==> config.mk <==
export PLATFORM = sky130hd
export DESIGN_NAME = i2cs_reg_arbiter
export DESIGN_NICKNAME = d
export VERILOG_FILES = /design/src/rtl/i2cs_arb_pkg.sv /design/src/rtl/i2cs_arb_pick.sv /design/src/rtl/i2cs_reg_arbiter.sv
export SDC_FILE = /design/constraint.sdc
export NUM_CORES = 1
export LEC_CHECK = 0
export BUFFER_PORTS_ARGS = -buffer_cell sky130_fd_sc_hd__buf_2
export CAP_MARGIN = 20
export CORE_UTILIZATION = 40
export DETAILED_ROUTE_END_ITERATION = 12
export GPL_ROUTABILITY_DRIVEN = 0
export HOLD_SLACK_MARGIN = 0.08
export PLACE_DENSITY = 0.69
export REMOVE_ABC_BUFFERS = 1
export SETUP_SLACK_MARGIN = 0.02
export SLEW_MARGIN = 20
export SYNTH_ARGS = -nofsm -noshare
export SYNTH_HDL_FRONTEND = slang
export SYNTH_SLANG_ARGS = --single-unit
==> constraint.sdc <==
create_clock -name apb_pclk_i -period 5.08 [get_ports apb_pclk_i]
set_input_delay 1.27 -clock apb_pclk_i [delete_from_list [all_inputs] [get_ports apb_pclk_i]]
set_output_delay 1.27 -clock apb_pclk_i [all_outputs]
set_load 0.005 [all_outputs]
==> src/rtl/i2cs_arb_pkg.sv <==
// Shared types for the I2C-slave register-bank arbiter.
// States and requester ids used by i2cs_reg_arbiter and i2cs_arb_pick.
package i2cs_arb_pkg;

  typedef enum logic [1:0] {
    IDLE  = 2'd0,
    ISSUE = 2'd1,
    RESP  = 2'd2
  } arb_state_t;

  localparam logic REQ_APB = 1'b0;
  localparam logic REQ_I2C = 1'b1;

endpackage

==> src/rtl/i2cs_arb_pick.sv <==
// Winner select between the APB and I2C requesters.
// Define I2CS_ARB_FIXED_PRIO_EN to make I2C win every tie.
module i2cs_arb_pick
  import i2cs_arb_pkg::*;
(
  input  logic apb_req,
  input  logic i2c_req,
  input  logic last_winner,
  output logic winner
);

`ifdef I2CS_ARB_FIXED_PRIO_EN
  logic unused_last;
  assign unused_last = last_winner;

  always_comb begin
    winner = REQ_APB;
    unique case (1'b1)
      i2c_req: winner = REQ_I2C;
      default: winner = REQ_APB;
    endcase
  end
`else
  always_comb begin
    winner = REQ_APB;
    unique case (1'b1)
      (apb_req && i2c_req):  winner = ~last_winner;
      (!apb_req && i2c_req): winner = REQ_I2C;
      default:               winner = REQ_APB;
    endcase
  end
`endif

endmodule

==> src/rtl/i2cs_reg_arbiter.sv <==
// Arbitrates APB and I2C accesses onto the single-port register bank.
// I2CS_ARB_FIXED_PRIO_EN selects fixed I2C priority instead of round-robin.
module i2cs_reg_arbiter
  import i2cs_arb_pkg::*;
#(
  parameter int ADDR_W = 8,
  parameter int DATA_W = 32
) (
  input  logic              apb_pclk_i,
  input  logic              apb_preset_i,
  input  logic              apb_req_i,
  input  logic              apb_we_i,
  input  logic [ADDR_W-1:0] apb_addr_i,
  input  logic [DATA_W-1:0] apb_wdata_i,
  output logic              apb_gnt_o,
  output logic              apb_rvalid_o,
  output logic [DATA_W-1:0] apb_rdata_o,
  input  logic              i2c_req_i,
  input  logic              i2c_we_i,
  input  logic [ADDR_W-1:0] i2c_addr_i,
  input  logic [DATA_W-1:0] i2c_wdata_i,
  output logic              i2c_gnt_o,
  output logic              i2c_rvalid_o,
  output logic [DATA_W-1:0] i2c_rdata_o,
  output logic [ADDR_W-1:0] reg_addr_o,
  output logic [DATA_W-1:0] reg_wdata_o,
  output logic              reg_we_o,
  output logic              reg_re_o,
  input  logic [DATA_W-1:0] reg_rdata_i,
  output logic              arb_busy_o
);

  arb_state_t state, state_nx;
  logic       winner_q;
  logic       we_q;
  logic       last_q;
  logic       pick;
  logic       any_req;

  assign any_req    = apb_req_i | i2c_req_i;
  assign arb_busy_o = (state != IDLE);

  i2cs_arb_pick u_pick (
    .apb_req     (apb_req_i),
    .i2c_req     (i2c_req_i),
    .last_winner (last_q),
    .winner      (pick)
  );

  always_ff @(posedge apb_pclk_i or posedge apb_preset_i) begin
    if (apb_preset_i) begin
      state       <= IDLE;
      winner_q    <= REQ_APB;
      we_q        <= 1'b0;
      last_q      <= REQ_I2C;
      reg_addr_o  <= '0;
      reg_wdata_o <= '0;
      apb_rdata_o <= '0;
      i2c_rdata_o <= '0;
    end else begin
      state <= state_nx;
      if (state == IDLE && any_req) begin
        winner_q    <= pick;
        last_q      <= pick;
        we_q        <= pick ? i2c_we_i : apb_we_i;
        reg_addr_o  <= pick ? i2c_addr_i : apb_addr_i;
        reg_wdata_o <= pick ? i2c_wdata_i : apb_wdata_i;
      end
      // Bank data is combinational from reg_addr_o, so grab it as ISSUE ends
      if (state == ISSUE && !we_q) begin
        if (winner_q == REQ_I2C) i2c_rdata_o <= reg_rdata_i;
        else                     apb_rdata_o <= reg_rdata_i;
      end
    end
  end

  always_comb begin
    state_nx     = state;
    apb_gnt_o    = 1'b0;
    i2c_gnt_o    = 1'b0;
    apb_rvalid_o = 1'b0;
    i2c_rvalid_o = 1'b0;
    reg_we_o     = 1'b0;
    reg_re_o     = 1'b0;
    unique case (state)
      IDLE: begin
        if (any_req) state_nx = ISSUE;
      end
      ISSUE: begin
        apb_gnt_o = (winner_q == REQ_APB);
        i2c_gnt_o = (winner_q == REQ_I2C);
        reg_we_o  = we_q;
        reg_re_o  = !we_q;
        state_nx  = we_q ? IDLE : RESP;
      end
      RESP: begin
        apb_rvalid_o = (winner_q == REQ_APB);
        i2c_rvalid_o = (winner_q == REQ_I2C);
        state_nx     = IDLE;
      end
      default: state_nx = IDLE;
    endcase
  end

endmodule

==> Word level (Yosys, flattened, before mapping) <==
Index checks and enable logic that the tools add are counted.
{ "totals": {"out_inout_bits": 111, "register_bits": 109, "input_bits": 118, "word_cells": 37} }
{ "classes": {"reduce_logical": 10, "n_mux": 13, "bitwise": 3, "n_eq_ne": 3} }
{ "ops": {"columns": ["operator", "count"], "rows": [
  ["$mux 32", 1],
  ["$mux 8", 1],
  ["$mux 1", 7],
  ["$logic_and 1x1->1", 4],
  ["$mux 2", 2],
  ["$pmux 2 s2", 1],
  ["$reduce_and 2->1", 2],
  ["$eq 2x1->1 const B", 1],
  ["$eq 2x2->1 const B", 1],
  ["$logic_not 1->1", 2],
  ["$logic_not 2->1", 1],
  ["$ne 2x2->1 const B", 1],
  ["$not 1->1", 2],
  ["$pmux 1 s2", 1],
  ["$reduce_bool 2->1", 1],
  ["$or 1x1->1", 1]
]} }

==> Logic depth before layout (Yosys ltp) <==
{ "depth": {"depth_word": 4, "mapped_depth": 5, "mapped_depth_nobuf": 3} }

==> Hierarchy <==
From an unflattened synthesis, not the netlist that was laid out.
{ "unflattened": {"hier_cells": 289, "area_unflattened_um2": 4621.9} }
{ "modules_own_cells": {"columns": ["module", "cells_each", "seq_area_each_um2", "instances", "area_each_um2"], "rows": [
  ["i2cs_reg_arbiter", 288, 2728.9, 1, 4610.7],
  ["i2cs_arb_pick", 1, 0.0, 1, 11.3]
]} }

==> Worst setup path before layout <==
OpenSTA, ideal clock, no wires.
{ "synth_path": {"kind": "input port to flip-flop", "from": "in i2c_req_i", "to": "reg reg_wdata_o[23]", "setup_ns": 0.125, "arrival_time_ns": 2.273, "path_buffers": 2, "cell_stages": 5, "required_ns": 4.955, "setup_slack_ns": 2.682, "path_cell_list": "a21bo_1 buf_6 buf_12 mux2_4 mux2_4"} }
{ "synth_between": {"elab_chain_len": 3, "word_cells_on_any_way": 6, "classes_between": "mux: 2; bitwise: 1; reduce/logical: 3"} }
{ "synth_rtl": {"columns": ["item", "line_no", "rtl"], "rows": [
  ["start: declaration", "i2cs_reg_arbiter.sv:18", "input logic i2c_req_i,"],
  ["$logic_and 1x1->1, on equally long branches", "i2cs_arb_pick.sv:28, i2cs_arb_pick.sv:27", null],
  ["$pmux 1 s2", "i2cs_arb_pick.sv:26", "unique case (1'b1)"],
  ["$mux 32", "i2cs_reg_arbiter.sv:67", "reg_wdata_o <= pick ? i2c_wdata_i : apb_wdata_i;"],
  ["end signal: assignment", "i2cs_reg_arbiter.sv:67", null],
  ["end: declaration", "i2cs_reg_arbiter.sv:26", "output logic [DATA_W-1:0] reg_wdata_o,"]
]} }
Parallel ways exist; a longest one is shown, timed or not.
A chain may end at the register's enable or synchronous reset.

==> Worst setup path after layout <==
{ "layout_path": {"from": "in i2c_req_i", "to": "reg reg_wdata_o[13]"} }
The elaborated chain is that of the path after synthesis.

==> run metrics <==
status=finished clean; Peak Freq=0.349 GHz; die height=114 um; routed len/inst=15.5 um; clock tree root buffer cell=clkbuf_16; Clock Pin Slew Worst Setup and Hold Paths=70 ps; setup bufs post-CTS=0; PortBufs=228; layout cell share with drive strength beyond 1=0.743; post-CTS sizing=0; Row Count=40; Setup WS pre-CTS=1830 ps; vias in the first global route=3331; Setup WS post-layout=2210 ps; critical-path cell list=buf_2 > a21bo_2 > buf_4 > mux2_2 > mux2_2; Non-Filler Instances=690; Required @ worst endpoint=5310 ps; CTS H-tree depth=3; RSZ-0062 raised after global routing=false; worst hold start=i2c_rdata_o[5]; Final Critical Period=2870 ps; reg2reg start=last_q; CP startpoint=i2c_req_i; gr usage total=0.168; CTS tree=yes; Async SR Flop Fraction=1.00; final hold vios=0; most common library cells after synthesis=dfrtp_1, mux2_4, mux2_2; Post-Synthesis Mean Instance Area=17.3 um2; Finish-stage setup viols=0; filler instances=1054; final layout net count=635; P per Cell Area=600 nW/um2; clock buffer count from CTS=9; global route total overflow=0; largest net degree at the start of global routing=85; Via density=4.70; Worst Clk Skew=11.4 ps; drt first-iter violations=105; # IOs=229; n_diodes=0; Hold-fix buffers, CTS=0; Via Count=3241; kind of critical path=in2reg; most frequent cell after synthesis=dfrtp_1; final WL=10700 um; setup TNS=0 ps; Syn Inst Count=291; post-DP HPWL=7960 um; hold_ws=483 ps; Synthesis Warnings=0; most used cell along the critical path=mux2_2; area leader, netlist=dfrtp_1; RR Endpoint=reg_wdata_o[13]; number of enable flip-flop cells after synthesis=0; slew at the pin closest to its max-slew limit=938 ps; Seq/Total Area, Yosys=0.542; Static Leak=0.00334 uW; register bit total from synthesis=109; Hold Path Depth=1; DRC Markers=0; Area contributors post-synth=dfrtp_1, mux2_4, mux2_2; Hold Path Class=reg2reg; Pins Over Slew Limit=0; hold-critical path endpoint=i2c_rdata_o[5]; core box area=12100 um2; clk_lat worst skew=350 ps; antenna violations before repair=0; R2R setup slack=2770 ps; initial core utilization=0.415; drt pass-1 iters=4; full die area=13000 um2; period utilization=0.565; Max-cap violations=0; Clock Path Buffers=2; Unique masters post-synth=20; critical path fanouts, max=23; CP endpoint kind=flop; Die X=114 um; Mapped Area=5030 um2; first-pass GRT wire length=16700 um; r2r worst-path depth=4; Max VDD drop=0.230 mV; CP startpoint kind=input port; area grow syn2layout=29.1%; Routed Antenna Nets=0; CTS Sinks=109; Design Area, Final=6500 um2; Critical Path Max Stage Delay=640 ps; area fraction of the dominant cell type after synthesis=0.537; main flop type after synthesis=dfrtp_1; placed cell count=674; Worst Path Arrival=3100 ps; Placed Area=6190 um2; Rel. slew slack=0.375; slowest CP cell=a21bo_2
==> placed cells by master (no fill, tap or decap), drive strengths merged, types with 3 or more instances in the layout <==
cell type,Yosys,routed
and3b,3,3
buf,18,233
clkbuf,0,9
clkinv,0,4
dfrtp,108,108
mux2,146,146
nor3b,4,4
==> logic make-up (layout without fill, tap and decap cells) <==
logic type,after synthesis,after routing,synth area share
AOI/OAI and AO/OA,5,5,0.00696
buffers and inverters,19,250,0.0465
DFF,109,109,0.542
muxes,146,146,0.383
and+or+nand+nor,12,12,0.0206
==> power breakdown <==
part | switching (uW) | internal (uW)
Combinational | 624 | 1010
Sequential | 250 | 1320
Clock | 315 | 384
==> routing by layer <==
layer	global-route usage	wire, um	up-vias
li1	-	-	1490
met1	0.199	4380	1564
met2	0.280	5170	169
met3	0.0445	836	18
met4	0.0866	291	0
met5	0	0	-
==> sequential cells by signal, summed over array words and instances, names as in the netlist <==
signal / cells
reg_addr_o: 8
i2c_rdata_o: 32
state: 2
winner_q: 1
we_q: 1
reg_wdata_o: 32
apb_rdata_o: 32
last_q: 1
==> through the flow <==
step	power, uW	utilization
final	3900	0.536
after global routing	4150	0.536
after CTS	3960	0.536
after detailed placement	3240	0.511
after global placement	3180	0.511
after floorplan	2540	-
==> worst max-delay path by stage <==
stage,end,cells after the start,slack [ps]
final,reg_wdata_o[13],5,2210
after global routing,reg_wdata_o[13],5,2160
after floorplan,apb_rdata_o[0],1,940
after global placement,reg_wdata_o[13],5,1870
after detailed placement,reg_wdata_o[13],5,1830
after CTS,reg_wdata_o[13],5,2210
==> final cells by class <==
type                       instances  area (um2)  share of cell area
clock buffer                       9         225              0.0347
clock inverter                     7        73.8              0.0114
inverter                           1        8.76             0.00135
multi-input combinational        163        2070               0.319
sequential                       109        2730               0.420
tap                              168         210              0.0324
timing repair buffer             233        1180               0.181
==> worst max-delay path: cells and delay by family <==
kind	cells	cell delay (ps)
mux	2	640
compound gates	1	640
buf+inv	2	520
Power figures use the tool's default switching activity.
